**src/rtl/vend_mode_ctrl_if.sv**
```systemverilog
// Handshake/data bundle between the vending sequencer and its customer/owner side.
// The slave modport is the sequencer view; master is the driver of coins, selections and owner requests.
interface vend_mode_ctrl_if;
  logic       coin_in;
  logic [2:0] coin_val;
  logic       sel_req;
  logic [4:0] sel_price;
  logic       cancel;
  logic       own_req;
  logic [1:0] mode;
  logic [4:0] credit;
  logic [4:0] machine_acc;
  logic       coin_rej;
  logic       vend_ok;
  logic       vend_fail;
  logic       refund;
  logic [4:0] refund_amt;
  logic       own_grant;

  modport master (
    output coin_in, coin_val, sel_req, sel_price, cancel, own_req,
    input  mode, credit, machine_acc, coin_rej, vend_ok, vend_fail,
           refund, refund_amt, own_grant
  );

  modport slave (
    input  coin_in, coin_val, sel_req, sel_price, cancel, own_req,
    output mode, credit, machine_acc, coin_rej, vend_ok, vend_fail,
           refund, refund_amt, own_grant
  );
endinterface

```
**src/rtl/vend_mode_ctrl.sv**
```systemverilog
// Vending sequencer: customer credit/vend/refund vs owner retrieval; every output registered,
// one-cycle request-to-output latency, no backpressure (unusable coins are returned via coin_rej).
module vend_mode_ctrl #(
  parameter int TIMEOUT = 15
) (
  input  logic             clk,
  input  logic             rst_n,
  vend_mode_ctrl_if.slave  bus
);

  typedef enum logic [1:0] {
    IDLE     = 2'b00,
    CREDIT   = 2'b01,
    VEND     = 2'b10,
    RETRIEVE = 2'b11
  } state_t;

  localparam logic [7:0] TO_LIMIT = 8'(TIMEOUT);

  state_t     state_q, state_d;
  logic [4:0] credit_q, credit_d;
  logic [4:0] acc_q, acc_d;
  logic [4:0] amt_q, amt_d;
  logic [4:0] price_q, price_d;
  logic [7:0] cnt_q, cnt_d;
  logic       coin_rej_q, coin_rej_d;
  logic       vend_ok_q, vend_ok_d;
  logic       vend_fail_q, vend_fail_d;
  logic       refund_q, refund_d;
  logic       grant_q, grant_d;

  // Six-bit sums so the overflow compares cannot wrap.
  logic [5:0] coin_sum;
  logic [5:0] acc_sum;
  assign coin_sum = {1'b0, credit_q} + {3'b000, bus.coin_val};
  assign acc_sum  = {1'b0, acc_q} + {1'b0, bus.sel_price};

  always_ff @(posedge clk) begin
    if (!rst_n) begin
      state_q     <= IDLE;
      credit_q    <= '0;
      acc_q       <= '0;
      amt_q       <= '0;
      price_q     <= '0;
      cnt_q       <= '0;
      coin_rej_q  <= 1'b0;
      vend_ok_q   <= 1'b0;
      vend_fail_q <= 1'b0;
      refund_q    <= 1'b0;
      grant_q     <= 1'b0;
    end else begin
      state_q     <= state_d;
      credit_q    <= credit_d;
      acc_q       <= acc_d;
      amt_q       <= amt_d;
      price_q     <= price_d;
      cnt_q       <= cnt_d;
      coin_rej_q  <= coin_rej_d;
      vend_ok_q   <= vend_ok_d;
      vend_fail_q <= vend_fail_d;
      refund_q    <= refund_d;
      grant_q     <= grant_d;
    end
  end

  always_comb begin
    state_d     = state_q;
    credit_d    = credit_q;
    acc_d       = acc_q;
    amt_d       = amt_q;
    price_d     = price_q;
    cnt_d       = cnt_q;
    coin_rej_d  = 1'b0;
    vend_ok_d   = 1'b0;
    vend_fail_d = 1'b0;
    refund_d    = 1'b0;
    grant_d     = 1'b0;

    unique case (state_q)
      IDLE: begin
        if (bus.own_req) begin
          state_d    = RETRIEVE;
          grant_d    = 1'b1;
          coin_rej_d = bus.coin_in;
        end else if (bus.coin_in) begin
          if (bus.coin_val != 3'd0) begin
            credit_d = {2'b00, bus.coin_val};
            cnt_d    = '0;
            state_d  = CREDIT;
          end else begin
            coin_rej_d = 1'b1;
          end
        end
      end

      CREDIT: begin
        // An expired idle counter is handled exactly like a customer cancel.
        if (bus.cancel || cnt_q == TO_LIMIT) begin
          refund_d   = 1'b1;
          amt_d      = credit_q;
          credit_d   = '0;
          cnt_d      = '0;
          coin_rej_d = bus.coin_in;
          state_d    = IDLE;
        end else if (bus.sel_req) begin
          cnt_d      = '0;
          coin_rej_d = bus.coin_in;
          if (credit_q >= bus.sel_price && acc_sum <= 6'd31) begin
            state_d   = VEND;
            price_d   = bus.sel_price;
            vend_ok_d = 1'b1;
            if (credit_q != bus.sel_price) begin
              refund_d = 1'b1;
              amt_d    = credit_q - bus.sel_price;
            end
          end else begin
            vend_fail_d = 1'b1;
          end
        end else if (bus.coin_in && bus.coin_val != 3'd0 && coin_sum <= 6'd31) begin
          credit_d = coin_sum[4:0];
          cnt_d    = '0;
        end else begin
          coin_rej_d = bus.coin_in;
          cnt_d      = cnt_q + 8'd1;
        end
      end

      VEND: begin
        acc_d      = acc_q + price_q;
        credit_d   = '0;
        coin_rej_d = bus.coin_in;
        state_d    = IDLE;
      end

      RETRIEVE: begin
        acc_d      = '0;
        coin_rej_d = bus.coin_in;
        state_d    = IDLE;
      end
    endcase
  end

  assign bus.mode        = state_q;
  assign bus.credit      = credit_q;
  assign bus.machine_acc = acc_q;
  assign bus.coin_rej    = coin_rej_q;
  assign bus.vend_ok     = vend_ok_q;
  assign bus.vend_fail   = vend_fail_q;
  assign bus.refund      = refund_q;
  assign bus.refund_amt  = amt_q;
  assign bus.own_grant   = grant_q;

endmodule
```
**src/flat_wrapper.sv**
```systemverilog
// flat-port wrapper written by rule: the top's interface ports become plain ports
module vend_mode_ctrl_flat 
#(
  parameter int TIMEOUT = 15
)
  (clk, rst_n, bus_coin_in, bus_coin_val, bus_sel_req, bus_sel_price, bus_cancel, bus_own_req, bus_mode, bus_credit, bus_machine_acc, bus_coin_rej, bus_vend_ok, bus_vend_fail, bus_refund, bus_refund_amt, bus_own_grant);
  vend_mode_ctrl_if bus_i ();
  input  logic clk;
  input  logic rst_n;
  input wire logic [$bits(bus_i.coin_in)-1:0] bus_coin_in;
  input wire logic [$bits(bus_i.coin_val)-1:0] bus_coin_val;
  input wire logic [$bits(bus_i.sel_req)-1:0] bus_sel_req;
  input wire logic [$bits(bus_i.sel_price)-1:0] bus_sel_price;
  input wire logic [$bits(bus_i.cancel)-1:0] bus_cancel;
  input wire logic [$bits(bus_i.own_req)-1:0] bus_own_req;
  output wire logic [$bits(bus_i.mode)-1:0] bus_mode;
  output wire logic [$bits(bus_i.credit)-1:0] bus_credit;
  output wire logic [$bits(bus_i.machine_acc)-1:0] bus_machine_acc;
  output wire logic [$bits(bus_i.coin_rej)-1:0] bus_coin_rej;
  output wire logic [$bits(bus_i.vend_ok)-1:0] bus_vend_ok;
  output wire logic [$bits(bus_i.vend_fail)-1:0] bus_vend_fail;
  output wire logic [$bits(bus_i.refund)-1:0] bus_refund;
  output wire logic [$bits(bus_i.refund_amt)-1:0] bus_refund_amt;
  output wire logic [$bits(bus_i.own_grant)-1:0] bus_own_grant;
  assign bus_i.coin_in = bus_coin_in;
  assign bus_i.coin_val = bus_coin_val;
  assign bus_i.sel_req = bus_sel_req;
  assign bus_i.sel_price = bus_sel_price;
  assign bus_i.cancel = bus_cancel;
  assign bus_i.own_req = bus_own_req;
  assign bus_mode = bus_i.mode;
  assign bus_credit = bus_i.credit;
  assign bus_machine_acc = bus_i.machine_acc;
  assign bus_coin_rej = bus_i.coin_rej;
  assign bus_vend_ok = bus_i.vend_ok;
  assign bus_vend_fail = bus_i.vend_fail;
  assign bus_refund = bus_i.refund;
  assign bus_refund_amt = bus_i.refund_amt;
  assign bus_own_grant = bus_i.own_grant;
  vend_mode_ctrl #(.TIMEOUT(TIMEOUT)) u_core (.clk(clk), .rst_n(rst_n), .bus(bus_i));
endmodule
```
**config.mk**
```make
export PLATFORM = sky130hd
export DESIGN_NAME = vend_mode_ctrl_flat
export DESIGN_NICKNAME = d
export VERILOG_FILES = /design/src/rtl/vend_mode_ctrl_if.sv /design/src/rtl/vend_mode_ctrl.sv /design/src/flat_wrapper.sv
export SDC_FILE = /design/constraint.sdc
export NUM_CORES = 1
export LEC_CHECK = 0
export CAP_MARGIN = 20
export CORE_UTILIZATION = 35
export CTS_CLUSTER_SIZE = 16
export DETAILED_ROUTE_END_ITERATION = 16
export REMOVE_ABC_BUFFERS = 1
export SYNTH_ARGS = -nofsm -noshare
export SYNTH_HDL_FRONTEND = slang
export SYNTH_SLANG_ARGS = --single-unit
```
**constraint.sdc**
```tcl
create_clock -name clk -period 3.15 [get_ports clk]
set_clock_uncertainty 0.1 [all_clocks]
set_input_delay 0.63 -clock clk [delete_from_list [all_inputs] [get_ports clk]]
set_output_delay 0.63 -clock clk [all_outputs]
set_load 0.1 [all_outputs]
```
==> impl_metrics.env <==
export IMPL_status="finished clean"
export IMPL_gp_congestion=0.836
export IMPL_worstMarginPinSlew_ns=0.659
export IMPL_finalCriticalPeriod_ns=2.65
export IMPL_timing_rr_start="u_core.bus.credit[2]"
export IMPL_synth_xor_area_share=0.0475
export IMPL_synthAdderAreaFrac=0.152
export IMPL_cts_max_level=2
export IMPL_postCtsSetupBuffers=0
export IMPL_synth_top_family_by_area="compound AO/OA/AOI/OAI gates"
export IMPL_drt_iter0_drc=128
export IMPL_critPathKind="in -> reg"
export IMPL_cts_buffer_depth=2
export IMPL_port_buffers=35
export IMPL_core_area_mm2=0.00603
export IMPL_grt_first_pass_wirelength_um=8740
export IMPL_grt_antenna_before_repair=0
export IMPL_wl_per_cell_um=15.1
export IMPL_antenna_left=0
export IMPL_min_delay_start="u_core.price_q[0]"
export IMPL_clkLatencyLatePin_ns=0.29
export IMPL_die_y_um=81.5
export IMPL_hold_viol_final=0
export IMPL_nets=323
export IMPL_numCtsBuffers=5
export IMPL_rows=28
export IMPL_fmax_mhz=377
export IMPL_cp_start_kind="input pin"
export IMPL_synth_compound_area_share=0.256
export IMPL_p_leak_nw=1.17
export IMPL_initial_core_util=0.367
export IMPL_drt_wl_total_um=5420
export IMPL_worstPathArrival_ns=2.73
export IMPL_path_clk_slew_ns=0.07
export IMPL_hpwl_um=4100
export IMPL_r2r_cells=6
export IMPL_avgViaCountPerCell=5.39
export IMPL_diodes=0
export IMPL_whs_endpoint="u_core.price_q[0]"
export IMPL_syn_to_final_growth_pct=20.4
export IMPL_cp_required_ns=3.23
export IMPL_finalSetupViolCount=0
export IMPL_gr_usage_all_layers=0.172
export IMPL_syn_inst=247
export IMPL_maxSlewViolCount=0
export IMPL_dieArea_mm2=0.00664
export IMPL_tns_ns=0
export IMPL_root_buffer="clkbuf_8"
export IMPL_dr_pass1_iters=4
export IMPL_power_density_mw_per_mm2=642
export IMPL_cts_resized=0
export IMPL_ys_warn_count=0
export IMPL_grt_max_degree=17
export IMPL_die_width_um=81.5
export IMPL_ys_flop_type="dfxtp_1"
export IMPL_drv_cap=0
export IMPL_max_slew_margin_rel=0.559
export IMPL_synth_area_mux_share=0.0226
export IMPL_synthesis_area_mm2=0.00221
export IMPL_async_flop_share=0
export IMPL_grt_overflow=0
export IMPL_r2r_slack_ns=0.91
export IMPL_hp_class="reg -> reg"
export IMPL_crit_path_max_fanout=5
export IMPL_postCtsHoldBufs=0
export IMPL_ys_ff_latch=35
export IMPL_cts_tree="yes"
export IMPL_end_kind="flop"
export IMPL_period_share=0.842
export IMPL_power_total_mw=1.71
export IMPL_synthSimpleGateAreaFrac=0.166
export IMPL_vias=1942
export IMPL_drc=0
export IMPL_yosysSeqAreaShare=0.317
export IMPL_worstReg2RegEnd="u_core.bus.mode[1]"
export IMPL_critPathLaunch="bus_sel_price[1]"
export IMPL_grt_pass1_vias=1796
export IMPL_peakVddDrop_v=0.000249
export IMPL_cts_sinks=35
export IMPL_syn_area_per_cell_um2=8.96
export IMPL_rsz0062_at_grt="no"
export IMPL_synth_distinct_cells=51
export IMPL_synth_edf_count=0
export IMPL_final_layout_size_suffix_gt1_frac=0.151
export IMPL_min_delay_path_depth=2
export IMPL_ios=36
[placed cells by master, fill, tap and decap left out, types with 3 or more instances in the layout]
master and count:
a211oi_1 3, a21o_1 4, a21oi_1 19, a311oi_1 6
a31oi_1 3, and3_1 4, buf_4 23, clkbuf_8 5
clkdlybuf4s50_1 13, dfxtp_1 35, fa_1 3, ha_1 22
inv_1 14, mux2i_1 5, nand2_1 17, nand2b_1 5
nand3_1 10, nor2_1 17, nor3_1 9, o211a_1 3
o211ai_1 4, o21ai_0 5, o21ai_1 4, o31ai_2 5
xnor2_1 4, xor2_1 8
[metal layers]
layer / routed length (um) / track usage
met5: 0 / 0
met4: 55 / 0.0500
met3: 302 / 0.0333
met2: 2480 / 0.282
met1: 2590 / 0.227
[synthesized netlist by cell type (2+ instances only)]
library cell | number | area [um2]
inv_1 | 14 | 52.6
a211oi_1 | 3 | 22.5
o211ai_1 | 4 | 30.0
a31oi_1 | 3 | 18.8
a22oi_1 | 2 | 15.0
ha_1 | 22 | 275
mux2i_1 | 5 | 50.1
a311oi_1 | 6 | 52.6
nor2b_1 | 2 | 12.5
a21oi_1 | 19 | 95.1
o21ai_1 | 4 | 20.0
clkbuf_1 | 3 | 11.3
xor2_1 | 8 | 70.1
nand4_1 | 2 | 12.5
inv_2 | 2 | 7.51
o21ai_2 | 2 | 17.5
nand3_1 | 10 | 50.1
fa_1 | 3 | 60.1
a21o_1 | 4 | 30.0
dfxtp_1 | 35 | 701
nor3_1 | 9 | 45.0
nor2_1 | 17 | 63.8
a211o_1 | 2 | 17.5
o31ai_1 | 2 | 15.0
and3_1 | 4 | 25.0
nand2b_1 | 5 | 31.3
o31a_1 | 2 | 17.5
o31ai_2 | 5 | 62.6
nand2_1 | 17 | 63.8
o211a_1 | 3 | 30.0
xnor2_1 | 4 | 35.0
o21ai_0 | 5 | 25.0
[logic make-up (layout without fill, tap and decap cells)]
group,count (synthesis),in the layout
muxes,5,5
and+or+nand+nor,73,73
DFF,35,35
adders and majority gates,25,25
buffers and inverters,22,60
xor gates and xnor gates,12,12
AOI/OAI and AO/OA,75,75
[worst max-delay path: stages]
cell and delay, ns:
clkdlybuf4s50_1 0.53, inv_1 0.09, ha_1 0.29, and3_1 0.19, a211o_1 0.29, o211a_1 0.26, o22a_1 0.21, o221a_1 0.24
[how the worst max path moves through the flow]
| stage | slack [ns] | cells past startpoint | end |
|---|---|---|---|
| 6_report | 0.50 | 8 | u_core.bus.mode[1] |
| 5_1_grt | 0.33 | 8 | u_core.bus.refund_amt[3] |
| 4_1_cts | 0.52 | 8 | u_core.bus.mode[1] |
| 3_5_place_dp | 0.21 | 8 | u_core.bus.mode[1] |
| 3_3_place_gp | 0.23 | 8 | u_core.bus.mode[1] |
| 2_1_floorplan | 0.20 | 6 | u_core.price_q[1] |
[sequential cells by signal, indices dropped and copies added, names as in the netlist]
signal	flops
u_core.bus.refund	1
u_core.bus.vend_fail	1
u_core.bus.refund_amt	5
u_core.cnt_q	8
u_core.bus.coin_rej	1
u_core.price_q	5
u_core.bus.vend_ok	1
u_core.bus.credit	5
u_core.bus.own_grant	1
u_core.bus.machine_acc	5
u_core.bus.mode	2
[stage by stage]
stage | setup slack [ns] | hold WS, ns | instance area [um2] | util | instances
final | 0.497 | 0.370 | 2660 | 0.442 | 360
after global routing | 0.334 | 0.399 | 2660 | 0.442 | 360
after detailed placement | 0.206 | 0.363 | 2580 | 0.428 | 352
after CTS | 0.515 | 0.372 | 2660 | 0.442 | 360
after global placement | 0.226 | 0.355 | 2580 | 0.428 | 352
after floorplan | 0.197 | 0.340 | 2180 | - | 241
[where the power goes]
group	internal (mW)	switching, mW	total (mW)	leakage (nW)
Clock	0.155	0.165	0.321	0.0422
Sequential	0.489	0.0551	0.544	0.284
Combinational	0.244	0.601	0.846	0.841
Total	0.888	0.821	1.71	1.17
[cell type report]
class	instances	area [um2]
clock buffers	7	76.3
clock inverters	1	5.00
fillers	645	3360
inverters	16	60.1
multi-input cells	190	1420
flip-flops and latches	35	701
well taps	75	93.8
repair buffers	36	303
Power figures use the tool's default switching activity.
